### src/rtl/bus_key_sequencer.sv
// Bus-snooping key sequencer: matches a sequence of address nibbles on window reads,
// then serves LFSR keystream bits until relock, stream exhaustion, or failure lockout.
module bus_key_sequencer #(
    parameter int                       ADDR_W     = 14,
    parameter logic [ADDR_W-1:0]        WIN_MASK   = 14'h3000,
    parameter logic [ADDR_W-1:0]        WIN_MATCH  = 14'h1000,
    parameter int                       NIB_LSB    = 4,
    parameter int                       NIB_W      = 4,
    parameter int                       SEQ_LEN    = 4,
    parameter logic [SEQ_LEN*NIB_W-1:0] SEQ_KEY    = 16'h29A5,
    parameter logic [NIB_W-1:0]         RELOCK_NIB = 4'hF,
    parameter int                       LFSR_W     = 6,
    parameter logic [LFSR_W-1:0]        LFSR_TAPS  = 6'h30,
    parameter logic [LFSR_W-1:0]        LFSR_SEED  = 6'h2B,
    parameter int                       STREAM_LEN = 8,
    parameter int                       MAX_FAIL   = 3
) (
    input  logic                             clk,
    input  logic                             rst,
    input  logic                             bus_strobe,
    input  logic                             bus_cs_n,
    input  logic                             bus_rd,
    input  logic [ADDR_W-1:0]                bus_addr,
    output logic                             key_data,
    output logic                             key_oe,
    output logic                             unlocked,
    output logic                             locked_out,
    output logic [$clog2(SEQ_LEN+1)-1:0]     seq_pos
);

    localparam int SEQ_W     = $clog2(SEQ_LEN + 1);
    localparam int KEY_DEPTH = 1 << SEQ_W;
    localparam int FAIL_W    = (MAX_FAIL < 1) ? 1 : $clog2(MAX_FAIL + 1);
    localparam int BIT_W     = (STREAM_LEN < 1) ? 1 : $clog2(STREAM_LEN + 1);

    localparam logic [SEQ_W-1:0]  SEQ_LAST  = SEQ_W'(SEQ_LEN - 1);
    localparam logic [FAIL_W-1:0] FAIL_LIM  = FAIL_W'(MAX_FAIL);
    localparam logic [FAIL_W-1:0] FAIL_SAT  = '1;
    localparam logic [BIT_W-1:0]  BIT_LAST  = BIT_W'((STREAM_LEN < 1) ? 0 : STREAM_LEN - 1);

    typedef enum logic [1:0] {
        ST_LOCKED   = 2'd0,
        ST_UNLOCKED = 2'd1,
        ST_LOCKOUT  = 2'd2
    } state_t;

    state_t              state;
    logic [SEQ_W-1:0]    pos_q;
    logic [FAIL_W-1:0]   fail_q;
    logic [BIT_W-1:0]    bit_q;
    logic [LFSR_W-1:0]   lfsr_q;

    logic                access;
    logic [NIB_W-1:0]    nib;
    logic [NIB_W-1:0]    key_arr [KEY_DEPTH];
    logic                key_match;
    logic                key_first;
    logic                relock;
    logic [FAIL_W-1:0]   fail_inc;
    logic [LFSR_W-1:0]   lfsr_next;

    // Table padded to a power of two so seq_pos indexes it without width games.
    for (genvar i = 0; i < KEY_DEPTH; i++) begin : g_key
        if (i < SEQ_LEN) begin : g_used
            assign key_arr[i] = SEQ_KEY[i*NIB_W +: NIB_W];
        end else begin : g_pad
            assign key_arr[i] = '0;
        end
    end

    assign access    = bus_strobe & ~bus_cs_n & bus_rd & ((bus_addr & WIN_MASK) == WIN_MATCH);
    assign nib       = bus_addr[NIB_LSB +: NIB_W];
    assign key_match = (nib == key_arr[pos_q]);
    assign key_first = (nib == key_arr[0]);
    assign relock    = (nib == RELOCK_NIB);
    assign fail_inc  = (fail_q == FAIL_SAT) ? fail_q : fail_q + FAIL_W'(1);
    assign lfsr_next = {lfsr_q[LFSR_W-2:0], ^(lfsr_q & LFSR_TAPS)};

    always_ff @(posedge clk) begin
        if (rst) begin
            state  <= ST_LOCKED;
            pos_q  <= '0;
            fail_q <= '0;
            bit_q  <= '0;
            lfsr_q <= LFSR_SEED;
        end else if (access) begin
            case (state)
                ST_LOCKED: begin
                    if (key_match) begin
                        if (pos_q == SEQ_LAST) begin
                            state  <= ST_UNLOCKED;
                            pos_q  <= '0;
                            lfsr_q <= LFSR_SEED;
                            bit_q  <= '0;
                            fail_q <= '0;
                        end else begin
                            pos_q <= pos_q + SEQ_W'(1);
                        end
                    end else begin
                        // A mismatching nibble may itself be the start of a fresh attempt.
                        pos_q  <= key_first ? SEQ_W'(1) : '0;
                        fail_q <= fail_inc;
                        if ((MAX_FAIL != 0) && (fail_inc == FAIL_LIM)) begin
                            state <= ST_LOCKOUT;
                        end
                    end
                end
                ST_UNLOCKED: begin
                    if (relock) begin
                        state <= ST_LOCKED;
                        pos_q <= '0;
                    end else begin
                        lfsr_q <= lfsr_next;
                        if (STREAM_LEN != 0) begin
                            bit_q <= bit_q + BIT_W'(1);
                            if (bit_q == BIT_LAST) begin
                                state <= ST_LOCKED;
                                pos_q <= '0;
                            end
                        end
                    end
                end
                ST_LOCKOUT: begin
                    state <= ST_LOCKOUT;
                end
                default: begin
                    state <= ST_LOCKED;
                end
            endcase
        end
    end

    // Outputs are forced low while rst is held, even before the reset edge lands.
    assign key_oe     = ~rst & access & (state == ST_UNLOCKED) & ~relock;
    assign key_data   = key_oe & lfsr_q[LFSR_W-1];
    assign unlocked   = ~rst & (state == ST_UNLOCKED);
    assign locked_out = ~rst & (state == ST_LOCKOUT);
    assign seq_pos    = rst ? '0 : pos_q;

endmodule

### config.mk
export PLATFORM = sky130hd
export DESIGN_NAME = bus_key_sequencer
export DESIGN_NICKNAME = d
export VERILOG_FILES = /design/src/rtl/bus_key_sequencer.sv
export SDC_FILE = /design/constraint.sdc
export NUM_CORES = 1
export LEC_CHECK = 0
export ABC_AREA = 1
export ABC_CLOCK_PERIOD_IN_PS = 1510
export CAP_MARGIN = 20
export CORE_ASPECT_RATIO = 0.75
export CORE_MARGIN = 2
export CORE_UTILIZATION = 40
export CTS_CLUSTER_DIAMETER = 200
export DETAILED_ROUTE_END_ITERATION = 8
export PLACE_DENSITY = 0.7
export SETUP_SLACK_MARGIN = 0.05
export SYNTH_ARGS = -nofsm -noshare
export SYNTH_HDL_FRONTEND = slang
export SYNTH_SLANG_ARGS = --single-unit
### constraint.sdc
create_clock -name clk -period 1.51 [get_ports clk]
set_input_delay 0.151 -clock clk [delete_from_list [all_inputs] [get_ports clk]]
set_output_delay 0.151 -clock clk [all_outputs]
set_load 0.01 [all_outputs]
==> results.ini <==
[synthesis]
synth_area_leader_cell = dfxtp_1
synth_top_family_by_area = simple AND/OR/NAND/NOR gates
async_reset_ff_frac = 0
synthDistinctLibCells = 28
synth_area_leaders = dfxtp_1, nand2_1, inv_1, nor2_1, nand3_1
syn_avg_cell_area_um2 = 6.63
yosys.area_share.simple = 0.406
syn_inst = 159
synth_xor_area_frac = 0.0166
syn-num-nets = 181
synth_compound_area_frac = 0.115
ys_seq_area_frac = 0.323
synthAdderAreaFrac = 0.0356
muxShareOfSynthArea = 0
ys_seq_elements = 17
yosys_warnings = 0
synth_top_area_share = 0.323
yosys_most_used_dff = dfxtp_1
syn-cell-area_um2 = 1050
synth_edf_count = 0

[sta]
setup_slack_ns = -0.180
finalHoldViolCount = 0
rsz0062_at_grt = yes
slew_viol_final = 0
period_minus_slack_ns = 1.69
worstMarginPinSlew_ns = 0.383
fmax_mhz = 592
finalSetupViolations = 18
skew_ns = 0.00880
max-slew-margin-rel = 0.742
fin_crit_sh = 1.12

[layout]
fin_cells = 248
n_antenna_cell = 0
final_nets = 235
layout-drive-gt1-share = 0.415
area_growth_pct = 63.4
n_fill_cell = 217

[route]
vias = 1244
drt-total-wl_um = 3180
ant_nets = 0
vias_per_cell = 5.02
drtPass1Iterations = 4
wl_per_cell_um = 12.8
drc_errors = 0
drtIter0Drc = 30

[setup_path]
critPathKind = reg2reg
cp.arrival_ns = 1.95
rr_endpoint = lfsr_q[5]
r2r_start = pos_q[0]
r2r_setup_slack_ns = -0.18
slowest_delay_ns = 0.36
crit_path_max_fanout = 8
crit_path_cell_trace = inv_2 -> ha_4 -> nand2_2 -> nand2_2 -> nand2_2 -> nor2_4 -> nand2_4 -> nand2_4 -> nand3_4 -> nand2_8 -> o21ai_1 -> nand2_1
crit_path_end_kind = register
cpMostUsedCell = nand2_2
worstPathRequired_ns = 1.77
worst_r2r_path_depth = 12
slowest_stage = dfxtp_2
critPathLaunchType = register
crit_start = pos_q[0]

[global_route]
globalRouteMet1Util = 0.257
grt_overflow = 0
grtUsageMet3 = 0.0535
busiest_layer = met2
antenna_found_initial = 0
grt.total_usage = 0.203
gr-usage-met2 = 0.348
grt_max_degree = 12
grt_pass1_wl_um = 4930
grt_pass1_vias = 1136

[hold_path]
hold_path_end = lfsr_q[3]
min_from = lfsr_q[3]
min_path_cells = 2
min_path_type = reg2reg

[clocking]
hold_buffers = 0
htreeDepth = 1
cts_buffers = 3
clk_pin_slew_worst_paths_ns = 0.11
clk_path_buf_depth = 2
worstSkewPairLatency_ns = 0.31
cts_sinks = 17
cts_tree = built
cts-root-buf = clkbuf_4

[placement]
io_buffers = 17
place_inst = 236
post-dp-hpwl_um = 2100
gp_congestion = 0.781

[floorplanning]
core_area_um2 = 2560
num_rows = 16
die_area_um2 = 3060
dieHeight_um = 48.4
start_util = 0.411
die_x_um = 63.3
io_pins = 26

[status]
failed_checks = negative setup slack
status = complete, but fails checks

[power_and_ir_drop]
p_leak_nw = 0.784
ir_worst_vdd_v = 0.000552
pwr_density_cell_nw_per_um2 = 496
power_w = 0.000855

[job]
drv_cap = 0

==> synth_stat cells, types with 4 or more instances <==
library cell,number
nand2_1,45
nand4_1,4
nor2_1,15
a21oi_1,5
o21ai_0,7
dfxtp_1,17
inv_1,22
nand3_1,11
==> worst max-delay path by stage <==
stage / depth (start not counted) / slack (ns) / endpoint
2_1_floorplan: 12 / 0.007 / bit_q[0]
3_3_place_gp: 6 / -0.42 / key_data
3_5_place_dp: 6 / -0.42 / key_data
4_1_cts: 12 / -0.17 / lfsr_q[3]
5_1_grt: 12 / -0.27 / lfsr_q[5]
6_report: 12 / -0.18 / lfsr_q[5]
==> state kept, by name, summed over array words and instances, names as in the netlist <==
register	flops
fail_q	2
bit_q	4
pos_q	3
state	2
lfsr_q	6
==> logic make-up (layout without fill, tap and decap cells) <==
kind of cell / after synthesis / count (layout)
AOI/OAI and AO/OA: 20 / 20
and+or+nand+nor: 90 / 91
adders and majority gates: 3 / 3
xor gates and xnor gates: 2 / 2
buffers and inverters: 27 / 79
DFF: 17 / 17
==> critical path: cells and delay by family, from the launching register on <==
family | cells | cell delay, ns
AOI/OAI and AO/OA | 1 | 0.07
adders and majority gates | 1 | 0.27
buffers and inverters | 1 | 0.05
DFF | 1 | 0.36
and+or+nand+nor | 9 | 0.88
==> routing by layer <==
layer	part of all wire	routed length (um)	vias to the layer above
met5	0	0	-
met4	0.011	36	0
met3	0.067	212	8
met2	0.49	1570	38
met1	0.43	1360	576
li1	-	-	622
==> what timing repair did <==
| item | CTS | global route |
|---|---|---|
| pin swaps | 16 | 15 |
| setup endpoints to repair | 24 | 23 |
| resized for setup | 42 | 26 |
| cloned | 1 | 0 |
| hold endpoints to repair | 0 | 0 |
| buffers inserted | 4 | 4 |
==> cell usage in the layout (no fill, tap or decap), drive strengths merged <==
cell | Yosys | routed
o21ai | 8 | 8
a21boi | 5 | 5
clkinvlp | 0 | 1
clkdlybuf4s15 | 0 | 2
a22oi | 1 | 1
ha | 3 | 3
nor2 | 18 | 18
o21a | 1 | 1
clkbuf | 1 | 4
nor4 | 1 | 1
a21oi | 5 | 5
nand4 | 4 | 4
xor2 | 2 | 2
buf | 1 | 35
dfxtp | 17 | 17
nor3b | 2 | 2
inv | 25 | 25
dlygate4sd2 | 0 | 2
nor3 | 4 | 4
clkdlybuf4s50 | 0 | 10
nand3 | 12 | 13
nand2 | 49 | 49
==> report_power, final <==
group          internal [W]  switching, W
Clock              0.000101      0.000161
Sequential         0.000449   0.000000524
Combinational     0.0000752     0.0000676
==> per-stage QoR <==
step	setup slack, ns	util	hold slack (ns)	area (um^2)	TNS, ns
2_1_floorplan	0.00725	-	0.421	1070	0
3_3_place_gp	-0.419	0.572	0.433	1470	-5.53
3_5_place_dp	-0.418	0.572	0.446	1470	-6.28
4_1_cts	-0.174	0.627	0.466	1610	-2.14
5_1_grt	-0.270	0.672	0.506	1720	-4.00
6_report	-0.180	0.672	0.463	1720	-2.40
==> area by class of cell <==
cell class	instances	area, um^2	area share
sequential	17	343	0.199
inverter	25	98.8	0.0574
clock buffer	3	22.5	0.0131
tap	36	45.0	0.0262
timing repair buffer	50	429	0.249
multi-input combinational	116	776	0.451
clock inverter	1	7.51	0.00436
No activity file was read; power rests on OpenSTA's default activity.
